==> config.mk <==
export PLATFORM = sky130hd
export DESIGN_NAME = sisc_ctrl
export DESIGN_NICKNAME = d
export VERILOG_FILES = /design/src/rtl/sisc_pkg.sv /design/src/rtl/sisc_br_cond.sv /design/src/rtl/sisc_ctrl.sv
export SDC_FILE = /design/constraint.sdc
export NUM_CORES = 1
export LEC_CHECK = 0
export BUFFER_PORTS_ARGS = -buffer_cell sky130_fd_sc_hd__buf_2
export CORE_MARGIN = 2
export CORE_UTILIZATION = 32
export CTS_CLUSTER_SIZE = 28
export DETAILED_ROUTE_END_ITERATION = 16
export PLACE_DENSITY_LB_ADDON = 0.15
export REMOVE_ABC_BUFFERS = 1
export SYNTH_ARGS = -nofsm -noshare
export SYNTH_HDL_FRONTEND = slang
export SYNTH_HIERARCHICAL = 1
export SYNTH_SLANG_ARGS = --single-unit
==> constraint.sdc <==
create_clock -name clk -period 2.8 [get_ports clk]
set_input_delay 0.14 -clock clk [delete_from_list [all_inputs] [get_ports clk]]
set_output_delay 0.14 -clock clk [all_outputs]
set_load 0.01 [all_outputs]
==> src/rtl/sisc_pkg.sv <==
// Shared encodings for the SISC control path: opcodes, FSM states, ALU
// operation codes, status flag positions and an ALU-op helper.
package sisc_pkg;

    localparam logic [3:0] OP_NOP   = 4'b0000;
    localparam logic [3:0] OP_ALU_R = 4'b0001;
    localparam logic [3:0] OP_ALU_I = 4'b0010;
    localparam logic [3:0] OP_LOD   = 4'b0011;
    localparam logic [3:0] OP_STR   = 4'b0100;
    localparam logic [3:0] OP_BRA   = 4'b0101;
    localparam logic [3:0] OP_BRR   = 4'b0110;
    localparam logic [3:0] OP_BNE   = 4'b0111;
    localparam logic [3:0] OP_HLT   = 4'b1111;

    typedef enum logic [2:0] {
        ST_START0    = 3'd0,
        ST_START1    = 3'd1,
        ST_FETCH     = 3'd2,
        ST_DECODE    = 3'd3,
        ST_EXECUTE   = 3'd4,
        ST_MEM       = 3'd5,
        ST_WRITEBACK = 3'd6,
        ST_HALT      = 3'd7
    } state_t;

    localparam logic [1:0] ALU_RR   = 2'b00;
    localparam logic [1:0] ALU_RI   = 2'b01;
    localparam logic [1:0] ALU_ADDR = 2'b10;
    localparam logic [1:0] ALU_PASS = 2'b11;

    localparam int FLAG_C = 3;
    localparam int FLAG_N = 2;
    localparam int FLAG_V = 1;
    localparam int FLAG_Z = 0;

    // ALU operation an instruction uses while it owns the datapath.
    function automatic logic [1:0] alu_op_for(input logic [3:0] op);
        logic [1:0] res;
        case (op)
            OP_ALU_R:       res = ALU_RR;
            OP_ALU_I:       res = ALU_RI;
            OP_LOD, OP_STR: res = ALU_ADDR;
            OP_NOP:         res = ALU_PASS;
            default:        res = ALU_PASS;
        endcase
        return res;
    endfunction

endpackage

==> src/rtl/sisc_br_cond.sv <==
// Combinational branch evaluator: decides taken/not-taken from the
// opcode, the condition mask and the latched status flags.
module sisc_br_cond
    import sisc_pkg::*;
(
    input  logic [3:0] opcode,
    input  logic [3:0] mm,
    input  logic [3:0] stat,
    output logic       taken
);

    logic cond_s;

    // A zero mask on BRA/BRR means "always"; BNE inverts the flag match.
    always_comb begin
        cond_s = (mm[FLAG_C] & stat[FLAG_C]) | (mm[FLAG_N] & stat[FLAG_N]) |
                 (mm[FLAG_V] & stat[FLAG_V]) | (mm[FLAG_Z] & stat[FLAG_Z]);
        case (opcode)
            OP_BRA, OP_BRR: taken = cond_s | (mm == 4'b0000);
            OP_BNE:         taken = ~cond_s;
            default:        taken = 1'b0;
        endcase
    end

endmodule

==> src/rtl/sisc_ctrl.sv <==
// Multicycle SISC control FSM: sequences fetch/decode/execute/mem/writeback
// and decodes the Moore-style datapath strobes from the current state.
module sisc_ctrl
    import sisc_pkg::*;
(
    input  logic       clk,
    input  logic       rst_f,
    input  logic [3:0] opcode,
    input  logic [3:0] mm,
    input  logic [3:0] stat,
    output logic       ir_load,
    output logic       pc_write,
    output logic       pc_sel,
    output logic       br_sel,
    output logic       rb_sel,
    output logic [1:0] alu_op,
    output logic       stat_en,
    output logic       dm_we,
    output logic       wb_sel,
    output logic       rf_we,
    output logic       halted,
    output logic [2:0] state
);

    state_t state_r;
    state_t state_nx_s;
    logic   taken_s;

    sisc_br_cond u_br_cond (
        .opcode (opcode),
        .mm     (mm),
        .stat   (stat),
        .taken  (taken_s)
    );

    assign state = state_r;

    // State register; reset clears it immediately so strobes drop at once.
    always_ff @(posedge clk or posedge rst_f) begin
        if (rst_f) begin
            state_r <= ST_START0;
        end else begin
            state_r <= state_nx_s;
        end
    end

    // Next-state sequencing.
    always_comb begin
        state_nx_s = state_r;
        case (state_r)
            ST_START0:    state_nx_s = ST_START1;
            ST_START1:    state_nx_s = ST_FETCH;
            ST_FETCH:     state_nx_s = ST_DECODE;
            ST_DECODE: begin
                if (opcode == OP_HLT) begin
                    state_nx_s = ST_HALT;
                end else begin
                    state_nx_s = ST_EXECUTE;
                end
            end
            ST_EXECUTE: begin
                case (opcode)
                    OP_LOD, OP_STR:     state_nx_s = ST_MEM;
                    OP_ALU_R, OP_ALU_I: state_nx_s = ST_WRITEBACK;
                    default:            state_nx_s = ST_FETCH;
                endcase
            end
            ST_MEM: begin
                if (opcode == OP_LOD) begin
                    state_nx_s = ST_WRITEBACK;
                end else begin
                    state_nx_s = ST_FETCH;
                end
            end
            ST_WRITEBACK: state_nx_s = ST_FETCH;
            ST_HALT:      state_nx_s = ST_HALT;
            default:      state_nx_s = ST_START0;
        endcase
    end

    // Output decode; everything idles low unless the state claims it.
    always_comb begin
        ir_load  = 1'b0;
        pc_write = 1'b0;
        pc_sel   = 1'b0;
        br_sel   = 1'b0;
        rb_sel   = 1'b0;
        alu_op   = ALU_RR;
        stat_en  = 1'b0;
        dm_we    = 1'b0;
        wb_sel   = 1'b0;
        rf_we    = 1'b0;
        halted   = 1'b0;
        case (state_r)
            ST_FETCH: begin
                ir_load  = 1'b1;
                pc_write = 1'b1;
                pc_sel   = 1'b0;
            end
            ST_DECODE: begin
                rb_sel = (opcode == OP_STR);
            end
            ST_EXECUTE: begin
                alu_op = alu_op_for(opcode);
                case (opcode)
                    OP_ALU_R, OP_ALU_I: stat_en = 1'b1;
                    OP_STR:             rb_sel  = 1'b1;
                    OP_BRA, OP_BRR, OP_BNE: begin
                        pc_write = taken_s;
                        pc_sel   = taken_s;
                        br_sel   = taken_s & (opcode == OP_BRA);
                    end
                    default:            stat_en = 1'b0;
                endcase
            end
            ST_MEM: begin
                alu_op = ALU_ADDR;
                if (opcode == OP_STR) begin
                    rb_sel = 1'b1;
                    dm_we  = 1'b1;
                end else begin
                    dm_we  = 1'b0;
                end
            end
            ST_WRITEBACK: begin
                rf_we  = 1'b1;
                alu_op = alu_op_for(opcode);
                wb_sel = (opcode == OP_LOD);
            end
            ST_HALT: begin
                halted = 1'b1;
                alu_op = ALU_PASS;
            end
            default: begin
                halted = 1'b0;
            end
        endcase
    end

endmodule

==> impl_metrics.ini <==
[grt]
grt_usage_pct = 15.3
grt_pass1_wl_um = 1740
antenna_found_initial = 0
grt_max_degree = 13
grt_overflow = 0
grt_pass1_vias = 385

[worst_setup_path]
max_stage_delay_ps = 490
cp.required_ps = 2660
arrival_ps = 1640
crit_slowest_cell = dfrtp_1
regToRegStartpoint = state[0]
critical_path.top_delay_family = simple AND/OR/NAND/NOR gates
path_cells = or3_1, or2_1, and2_1, buf_2
criticalPathCategory = reg -> out
timing.critical_path.buf_inv = 1
startpoint = state[0]
cp_max_fo = 12
critPathLaunchType = flip-flop
endpoint_kind = output port

[timing]
tightest_slew_ps = 408
relSlewSlack_pct = 72.4
drv_slew = 0
setup_viol = 0
min_period_ps = 1780
hold_violations = 0
tns_ps = 0
fmax_ghz = 0.562
fin_worst_skew_ps = 1.90
period_share_pct = 63.5
rsz0062_at_grt = false

[logic_synthesis]
synthCells = 59
yosys-top-cells-area = dfrtp_1, and2_1, nor2_1, nand2b_1, a21oi_1
yosysWarnings = 6
yosys_register_bits = 3
yosys.area.top_type = dfrtp_1
seq_area_frac_synth_pct = 17.2
synth.avg_cell_area_sq_um = 7.38
yosys.area.top_type_share_pct = 17.2
syn-cell-area_sq_um = 435
yosysUniqueCellTypes = 35

[route]
ant_nets = 0
dr_total_vias = 503
firstDrtPassIters = 2
drt_iter0_markers = 2
wire_per_inst_um = 10.8
drt_wl_total_um = 1110
drc_errors = 0
vias_per_cell = 4.88

[placement]
dp_hpwl_um = 843
gp_congestion = 0.716
portBuffers = 28

[clock_tree]
cts.root.buffer_cell = clkbuf_4
clock-sinks = 3
numCtsBuffers = 3
cts.path.max_buffers = 2
cts_tree = built
clk_pin_slew_ps = 40
post_cts.repair.setup_buffers = 0
clock_latency_ps = 230
cts-htree-levels = 1

[floorplan]
rows = 13
ios = 29
start_util_pct = 33.9
fp.coreArea_sq_um = 1280
die_height_um = 40.9
die_area_sq_um = 1670
chipWidth_um = 40.9

[layout]
drive_gt1_share_pct = 37.5
layout_commonest_cell = buf_2
largest_reg_flops = 3
nets = 103
final_cell_mix = buf_2, nor2_1, and2_1, inv_1
n_antenna_cell = 0
area_growth_pct = 38.5
fillers = 146

[worst_hold_path]
hold_class = in -> async

[power_and_ir_drop]
pwr_density_cell_nw_per_um2 = 734
vdd_drop_max_mv = 0.272
p_leak_uw = 0.000313
power.total_uw = 442

[job]
maxCapViolCount = 0

[status]
status = finished, final reports clean
per-layer routing:
metal | global-route usage, % | vias to the layer above | wire (um)
li1 | - | 272 | -
met1 | 22.3 | 211 | 551
met2 | 22.3 | 20 | 480
met3 | 5.98 | 0 | 77
met4 | 0 | 0 | 0
met5 | 0 | - | 0
through the flow:
stage / worst slack [ps] / cells / hold slack [ps] / utilization, % / instance area [sq um]
6_report: 1020 / 103 / 339 / 46.9 / 603
5_1_grt: 926 / 103 / 364 / 46.9 / 603
4_1_cts: 1020 / 103 / 311 / 46.9 / 603
3_5_place_dp: 1060 / 98 / 7.30 / 44.1 / 567
3_3_place_gp: 1060 / 98 / 4.24 / 44.1 / 567
2_1_floorplan: 1190 / 55 / -106 / - / 408
final timing paths:
check | to | depth (start not counted) | slack [ps]
min in group clk | state[1] | 4 | 430
setup / recovery | alu_op[1] | 4 | 1020
setup reg to reg | state[2] | 3 | 1390
max in group asynchronous | state[0] | 3 | 2330
hold reg to reg | state[2] | 1 | 710
hold / removal | state[2] | 3 | 340
kinds of logic after synthesis:
kind of cell / after synthesis / share of synthesized area [%]
simple gates: 31 / 43.1
compound gates: 16 / 27.9
buf+inv: 8 / 9.77
flops: 3 / 17.2
xor+xnor: 1 / 2.01
cells in the mapped netlist (all sizes together):
cell type	instances
a21o	1
a21oi	3
a22oi	2
a311oi	1
and2	5
and3	1
and3b	1
buf	3
clkbuf	1
dfrtp	3
inv	4
nand2	2
nand2b	3
nand3	1
nand4	2
nor2	7
nor2b	1
nor3	1
nor3b	2
nor4b	1
nor4bb	1
o211a	1
o21a	1
o21ai	2
o21ba	1
o221ai	1
o22ai	1
o311a	1
o31ai	1
or2	1
or3	1
or4	1
xnor2	1
worst min-delay path, stage by stage:
cell	delay [ps]
dlygate4sd3_1	550
buf_2	120
inv_1	100
repair_timing:
| action | in CTS | in global routing |
|---|---|---|
| gates resized for setup | 0 | 0 |
| hold endpoints to repair | 3 | 0 |
| hold buffers | 1 | 0 |
area by class of cell:
| cell class | instances | area (sq um) | share of cell area (%) |
|---|---|---|---|
| clock buffers | 4 | 26.3 | 4.36 |
| inverters | 4 | 15.0 | 2.49 |
| flip-flops and latches | 3 | 75.1 | 12.4 |
| repair buffers | 29 | 150 | 24.9 |
| well taps | 15 | 18.8 | 3.11 |
| multi-input cells | 48 | 318 | 52.7 |
where the power goes:
part	switching, uW	internal (uW)
logic	127	121
clock network	20.5	53.3
registers	56.1	64.2
total	204	239
(Power assumes the default switching activity.)
